## config.mk

```make
export PLATFORM = sky130hd
export DESIGN_NAME = input_deserializer
export DESIGN_NICKNAME = d
export VERILOG_FILES = /design/src/rtl/input_deserializer_pkg.sv /design/src/rtl/input_deserializer_beat_counter.sv /design/src/rtl/input_deserializer.sv
export SDC_FILE = /design/constraint.sdc
export NUM_CORES = 1
export LEC_CHECK = 0
export BUFFER_PORTS_ARGS = -buffer_cell sky130_fd_sc_hd__buf_2
export CAP_MARGIN = 0
export CORE_AREA = 2 2 352 284
export DETAILED_ROUTE_END_ITERATION = 8
export DIE_AREA = 0 0 354 286
export PLACE_DENSITY = 0.6
export SYNTH_ARGS = -nofsm -noshare
export SYNTH_HDL_FRONTEND = slang
export SYNTH_SLANG_ARGS = --single-unit
```

## constraint.sdc

```tcl
create_clock -name clk -period 1.95 [get_ports clk]
set_clock_uncertainty 0.05 [all_clocks]
set_input_delay 0.4875 -clock clk [delete_from_list [all_inputs] [get_ports clk]]
set_output_delay 0.4875 -clock clk [all_outputs]
set_load 0.01 [all_outputs]
```

## src/rtl/input_deserializer_pkg.sv

```systemverilog
// Shared width definitions so the input deserializer and the output serializer
// agree on beat and frame sizes.
package input_deserializer_pkg;

   localparam int IN_WIDTH_DEF  = 64;
   localparam int OUT_WIDTH_DEF = 512;

   // A single-beat frame still needs a one-bit counter port.
   function automatic int cnt_width(input int beats);
      return (beats > 1) ? $clog2(beats) : 1;
   endfunction

   localparam int BEATS_DEF = OUT_WIDTH_DEF / IN_WIDTH_DEF;
   localparam int CNT_W_DEF = cnt_width(BEATS_DEF);

endpackage

```

## src/rtl/input_deserializer_beat_counter.sv

```systemverilog
// Beat position within the frame being assembled; wraps after the last beat
// and flags when the current position is the final one.
module input_deserializer_beat_counter
   import input_deserializer_pkg::*;
#(
   parameter int BEATS = BEATS_DEF,
   parameter int CNT_W = CNT_W_DEF
) (
   input  logic             clk,
   input  logic             clr_i,
   input  logic             en_i,
   output logic [CNT_W-1:0] count_o,
   output logic             last_o
);

   localparam logic [CNT_W-1:0] LAST_IDX = CNT_W'(BEATS - 1);

   logic [CNT_W-1:0] count_q;
   logic [CNT_W-1:0] count_d;

   assign last_o  = (count_q == LAST_IDX);
   assign count_o = count_q;

   always_comb begin
      count_d = count_q;
      if (en_i) begin
         count_d = last_o ? '0 : count_q + 1'b1;
      end
   end

   always_ff @(posedge clk) begin
      if (clr_i) begin
         count_q <= '0;
      end else begin
         count_q <= count_d;
      end
   end

endmodule

```

## src/rtl/input_deserializer.sv

```systemverilog
// Packs BEATS host beats into one wide frame: an assembly register feeds an
// output holding register, each side with its own valid/ready handshake.
module input_deserializer
   import input_deserializer_pkg::*;
#(
   parameter  int IN_WIDTH  = IN_WIDTH_DEF,
   parameter  int OUT_WIDTH = OUT_WIDTH_DEF,
   localparam int BEATS     = OUT_WIDTH / IN_WIDTH,
   localparam int CNT_W     = cnt_width(BEATS)
) (
   input  logic                 clk,
   input  logic                 reset,
   input  logic                 src_valid,
   output logic                 src_ready,
   input  logic [IN_WIDTH-1:0]  src_data,
   output logic                 out_valid,
   input  logic                 out_ready,
   output logic [OUT_WIDTH-1:0] out_data,
   output logic [CNT_W-1:0]     beat_count,
   output logic                 frame_done
);

   logic [OUT_WIDTH-1:0] asm_q, asm_d;
   logic [OUT_WIDTH-1:0] out_data_q, out_data_d;
   logic                 asm_full_q, asm_full_d;
   logic                 out_valid_q, out_valid_d;
   logic                 src_ready_q;
   logic                 frame_done_q;
   logic                 accept;
   logic                 last_beat;
   logic                 transfer;

   assign accept   = src_valid && src_ready_q;
   // Output register is free when empty or being drained this same edge.
   assign transfer = asm_full_q && (!out_valid_q || out_ready);

   input_deserializer_beat_counter #(
      .BEATS (BEATS),
      .CNT_W (CNT_W)
   ) u_beat_counter (
      .clk     (clk),
      .clr_i   (reset),
      .en_i    (accept),
      .count_o (beat_count),
      .last_o  (last_beat)
   );

   always_comb begin
      asm_d       = asm_q;
      asm_full_d  = asm_full_q;
      out_data_d  = out_data_q;
      out_valid_d = out_valid_q;
      if (accept) begin
         for (int k = 0; k < BEATS; k++) begin
            if (beat_count == CNT_W'(k)) begin
               asm_d[k*IN_WIDTH +: IN_WIDTH] = src_data;
            end
         end
         if (last_beat) begin
            asm_full_d = 1'b1;
         end
      end
      if (out_valid_q && out_ready) begin
         out_valid_d = 1'b0;
      end
      // A transfer overrides the drain so the new frame follows without a gap.
      if (transfer) begin
         out_data_d  = asm_q;
         out_valid_d = 1'b1;
         asm_full_d  = 1'b0;
      end
   end

   always_ff @(posedge clk) begin
      if (reset) begin
         asm_q        <= '0;
         asm_full_q   <= 1'b0;
         out_data_q   <= '0;
         out_valid_q  <= 1'b0;
         src_ready_q  <= 1'b1;
         frame_done_q <= 1'b0;
      end else begin
         asm_q        <= asm_d;
         asm_full_q   <= asm_full_d;
         out_data_q   <= out_data_d;
         out_valid_q  <= out_valid_d;
         src_ready_q  <= !asm_full_d;
         frame_done_q <= transfer;
      end
   end

   assign src_ready  = src_ready_q;
   assign out_valid  = out_valid_q;
   assign out_data   = out_data_q;
   assign frame_done = frame_done_q;

endmodule

```

Word level (Yosys, flattened, before mapping)
Index checks and enable logic that the tools add are counted.
{"block": "totals", "regBits": 1031}
{"block": "classes", "n_addsub": 1, "n_reduce_logical": 16, "muxes": 6, "n_eq_ne": 7}
{"op": "$reduce_and A2 Y1", "count": 8}
{"op": "$eq A3 B3 Y1 const B", "count": 4}
{"op": "$eq A3 B2 Y1 const B", "count": 2}
{"op": "$mux W1", "count": 5}
{"op": "$add A3 B1 Y3 const B", "count": 1}
{"op": "$eq A3 B1 Y1 const B", "count": 1}
{"op": "$logic_and A1 B1 Y1", "count": 3}
{"op": "$logic_not A3 Y1", "count": 1}
{"op": "$mux W3", "count": 1}
{"op": "$logic_not A1 Y1", "count": 2}
{"op": "$reduce_bool A2 Y1", "count": 1}
{"op": "$logic_or A1 B1 Y1", "count": 1}

Depth between registers and ports, before layout
{"block": "depth", "depth_word": 5, "depth_mapped": 8, "ltp_nobuf": 5}

Cells and area by module
From an unflattened synthesis, not the netlist that was laid out.
{"block": "hier_totals", "hier_cells": 2961, "area_unflattened_um2": 35838.1}
{"mod": "input_deserializer", "area_each_um2": 35701.7, "cells_per_inst": 2949, "instances": 1}
{"mod": "input_deserializer_beat_counter", "area_each_um2": 136.4, "cells_per_inst": 12, "instances": 1}

Least setup slack after synthesis
Ideal clock, no wire load.
{"block": "synth_path", "path_type": "reg2reg", "start": "register u_beat_counter.count_q[2], in the netlist u_beat_counter.count_o[2]", "end": "register asm_q[234]", "arrival_time_ps": 1406, "path_slack_ps": 362, "stages_incl_launch_ff": 9, "path_buffers": 3, "setup_time_ps": 132, "path_cell_list": "dfxtp_1 buf_4 inv_1 ha_1 and3_1 buf_2 buf_2 nand2_1 a21oi_1"}
{"block": "synth_via", "elab_chain_len": 2}
{"item": "start: declaration", "line_no": "input_deserializer_beat_counter.sv:18", "rtl": "logic [CNT_W-1:0] count_q;"}
{"item": "start signal: assignment", "line_no": "input_deserializer_beat_counter.sv:35", "rtl": "count_q <= count_d;"}
{"item": "$eq A3 B2 Y1", "line_no": "input_deserializer.sv:55", "rtl": "if (beat_count == CNT_W'(k)) begin"}
{"item": "$reduce_and A2 Y1 (no source line)"}
{"item": "end signal: assignment", "line_no": "input_deserializer.sv:83", "rtl": "asm_q <= asm_d;"}
{"item": "end: declaration", "line_no": "input_deserializer.sv:23", "rtl": "logic [OUT_WIDTH-1:0] asm_q, asm_d;"}
Every way passes these cells.
A chain may end at the register's enable or synchronous reset.

Worst setup path after layout
{"block": "layout_path", "start": "register u_beat_counter.count_q[1], in the netlist u_beat_counter.count_o[1]", "end": "output port beat_count[1]"}
{"item": "end: declaration", "line_no": "input_deserializer.sv:19", "rtl": "output logic [CNT_W-1:0] beat_count,"}
No word-level cell between the ends.

==> impl_metrics.py <==
metrics = {
    "run_status": {
        "status": "completed",
    },
    "cts": {
        "clock_path_buffers": 3,
        "clkTransAtPathRegs_ns": 0.07,
        "htree_levels": 3,
        "cts_root_buf": "clkbuf_16",
        "cts_tree": "built",
        "hold_buffers": 0,
        "clock-sinks": 1031,
        "numCtsBuffers": 97,
        "worstSkewPairLatency_ns": 0.66,
    },
    "timing": {
        "tns_ns": 0,
        "slew_viol_final": 0,
        "worstMarginPinSlew_ns": 0.696,
        "hold_slack_ns": 0.121,
        "rsz0062_at_grt": "no",
        "slew_headroom_pct": 53.6,
        "period_share_pct": 96.0,
        "fin_crit_ns": 1.87,
        "fmaxAchievable_ghz": 0.534,
        "finalSetupViolCount": 0,
        "hold_viol_final": 0,
    },
    "die": {
        "boundaryPins": 586,
        "dieWidth_um": 354,
        "fp-row-count": 103,
        "coreArea_um2": 97900,
        "die_h_um": 286,
        "die-area_um2": 101000,
        "initial_core_util_pct": 34.7,
    },
    "placement": {
        "portBuffers": 585,
        "place_congestion": 0.771,
        "dpl.hpwl_mm": 69.3,
        "dpl-instance-area_um2": 38100,
    },
    "global_route": {
        "grt_pass1_wl_mm": 161,
        "antenna_found_initial": 1,
        "grt_usage_pct": 20.6,
        "first_global_vias": 25100,
        "grt_max_degree": 125,
        "grt.overflow.total": 0,
    },
    "synthesis": {
        "synth_ff_type": "dfxtp_1",
        "synth_cells": 3469,
        "synthDistinctLibCells": 28,
        "async_flop_share_pct": 0,
        "ys_ff_latch": 1031,
        "synth_area_um2": 34000,
        "ys_seq_area_share_pct": 60.7,
        "syn_avg_cell_area_um2": 9.80,
        "synth_edf_count": 0,
        "yosys-top-cells-area": "dfxtp_1, a22o_1, nand2_1",
        "syn_nets": 3543,
        "ys_warn_count": 0,
        "yosysTopAreaCell": "dfxtp_1",
        "synth_common_cells": "dfxtp_1, nand2_1, a21oi_1",
        "yosysTopAreaCellShare_pct": 60.7,
        "yosysMostFrequentCell": "dfxtp_1",
    },
    "min_path": {
        "min_from": "src_data[13]",
        "hold_depth": 3,
        "worstHoldPathType": "in2reg",
        "hold_end": "asm_q[13]",
    },
    "drt": {
        "vias": 26600,
        "first_pass_iters": 5,
        "drt_iter0_drc": 2080,
        "viasPerCell": 5.01,
        "avgRoutedWirePerCell_um": 20.6,
        "drc": 0,
        "drtAntennaViolNets": 0,
        "routed_wirelength_mm": 109,
    },
    "cells_and_area": {
        "postLayoutCoreUtil_pct": 42.3,
        "layout.nets": 3987,
        "syn_to_final_growth_pct": 22.0,
        "design_area_um2": 41400,
        "drive_above_1_share_pct": 21.8,
    },
    "critical_path": {
        "critPathLaunchType": "flip-flop",
        "critPathMaxStageDelay_ns": 0.36,
        "critPathCaptureType": "output pin",
        "worst_ep_required_time_ns": 1.41,
        "r2r_slack_ns": 0.17,
        "crit_chain": "buf_4 -> buf_2",
        "cp_max_fo": 4,
        "reg2reg_depth": 6,
        "worstSetupPathType": "reg2out",
        "cp-startpoint": "u_beat_counter.count_o[1]",
        "worstPathArrival_ns": 1.33,
        "reg2reg_from": "u_beat_counter.count_o[0]",
        "r2r-end": "asm_q[48]",
        "critical-path-slowest-cell": "dfxtp_2",
    },
    "power": {
        "worst_ir_drop_vdd_uv": 721,
        "cellLeakagePower_nw": 16.8,
        "p_per_area_nw_per_um2": 1030,
    },
    "flow_run": {
        "cap_viol_max_count": 0,
    },
}
cell families after synthesis:
kind of cell	count (synthesis)	share of synthesized area [%]
simple gates	1047	11.9
buf+inv	353	6.26
mux	1	0.0295
flops	1031	60.7
compound gates	1031	20.9
fa+ha+maj	6	0.221
final cells by class:
cell class / count / area [um2]
fillers: 9505 / 56500
flip-flops and latches: 1031 / 20600
multi-input cells: 2085 / 11300
repair buffers: 694 / 4500
clock buffers: 138 / 2820
well taps: 1312 / 1640
clock inverters: 36 / 510
inverters: 4 / 15.0
diodes: 1 / 2.50
through the flow:
step,power [mW],instances,setup WS [ns]
2_1_floorplan,22.9,3469,0.362
3_3_place_gp,23.6,5123,0.0479
3_5_place_dp,23.7,5123,0.0443
4_1_cts,43.3,5296,0.0129
5_1_grt,44.3,5300,0.00988
6_report,42.9,5301,0.0781
power by group:
| group | switching [mW] | internal (mW) | total, mW |
|---|---|---|---|
| Clock | 8.37 | 11.3 | 19.7 |
| Sequential | 0.136 | 21.3 | 21.4 |
| Combinational | 1.27 | 0.464 | 1.73 |
| Total | 9.78 | 33.1 | 42.9 |
what timing repair did:
item	4_1_cts	5_1_grt
gates resized for setup	4	2
setup buffers	0	4
setup endpoints to repair	2	3
gates cloned	0	0
worst max-delay path by stage:
stage | endpoint | cells after the start | slack (ns)
floorplan | asm_q[234] | 8 | 0.36
global placement | out_data[9] | 6 | 0.05
detailed placement | out_data[134] | 6 | 0.04
CTS | beat_count[2] | 1 | 0.01
global route | asm_q[204] | 6 | 0.01
finish | beat_count[1] | 2 | 0.08
flip-flops by register name (all words and copies together) (netlist names):
| register | count |
|---|---|
| asm_q | 512 |
| out_valid | 1 |
| src_ready | 1 |
| u_beat_counter.count_o | 3 |
| out_data | 512 |
| frame_done | 1 |
| asm_full_q | 1 |
placed cells by master (no fill, tap or decap), types with 4 or more instances in the layout:
master and n:
dfxtp_1 1028, nand2_1 1026, buf_2 582, a21oi_1 515, a22o_1 512, clkbuf_16 99
buf_12 59, buf_4 51, clkbuf_8 20, clkbuf_1 19, clkinv_2 18, bufinv_16 9
ha_1 6, nand4b_1 4
routing by layer:
layer / vias up / part of all wire [%] / track usage [%]
li1: 12700 / - / -
met1: 12700 / 46 / 29.2
met2: 937 / 45 / 32.1
met3: 139 / 7.3 / 4.21
met4: 0 / 1.8 / 5.02
met5: - / 0 / 0
worst max-delay path, delay by kind of cell (launching register included):
kind,cells,cell delay (ns)
buf+inv,2,0.32
flops,1,0.36
No activity file was read; power rests on OpenSTA's default activity.
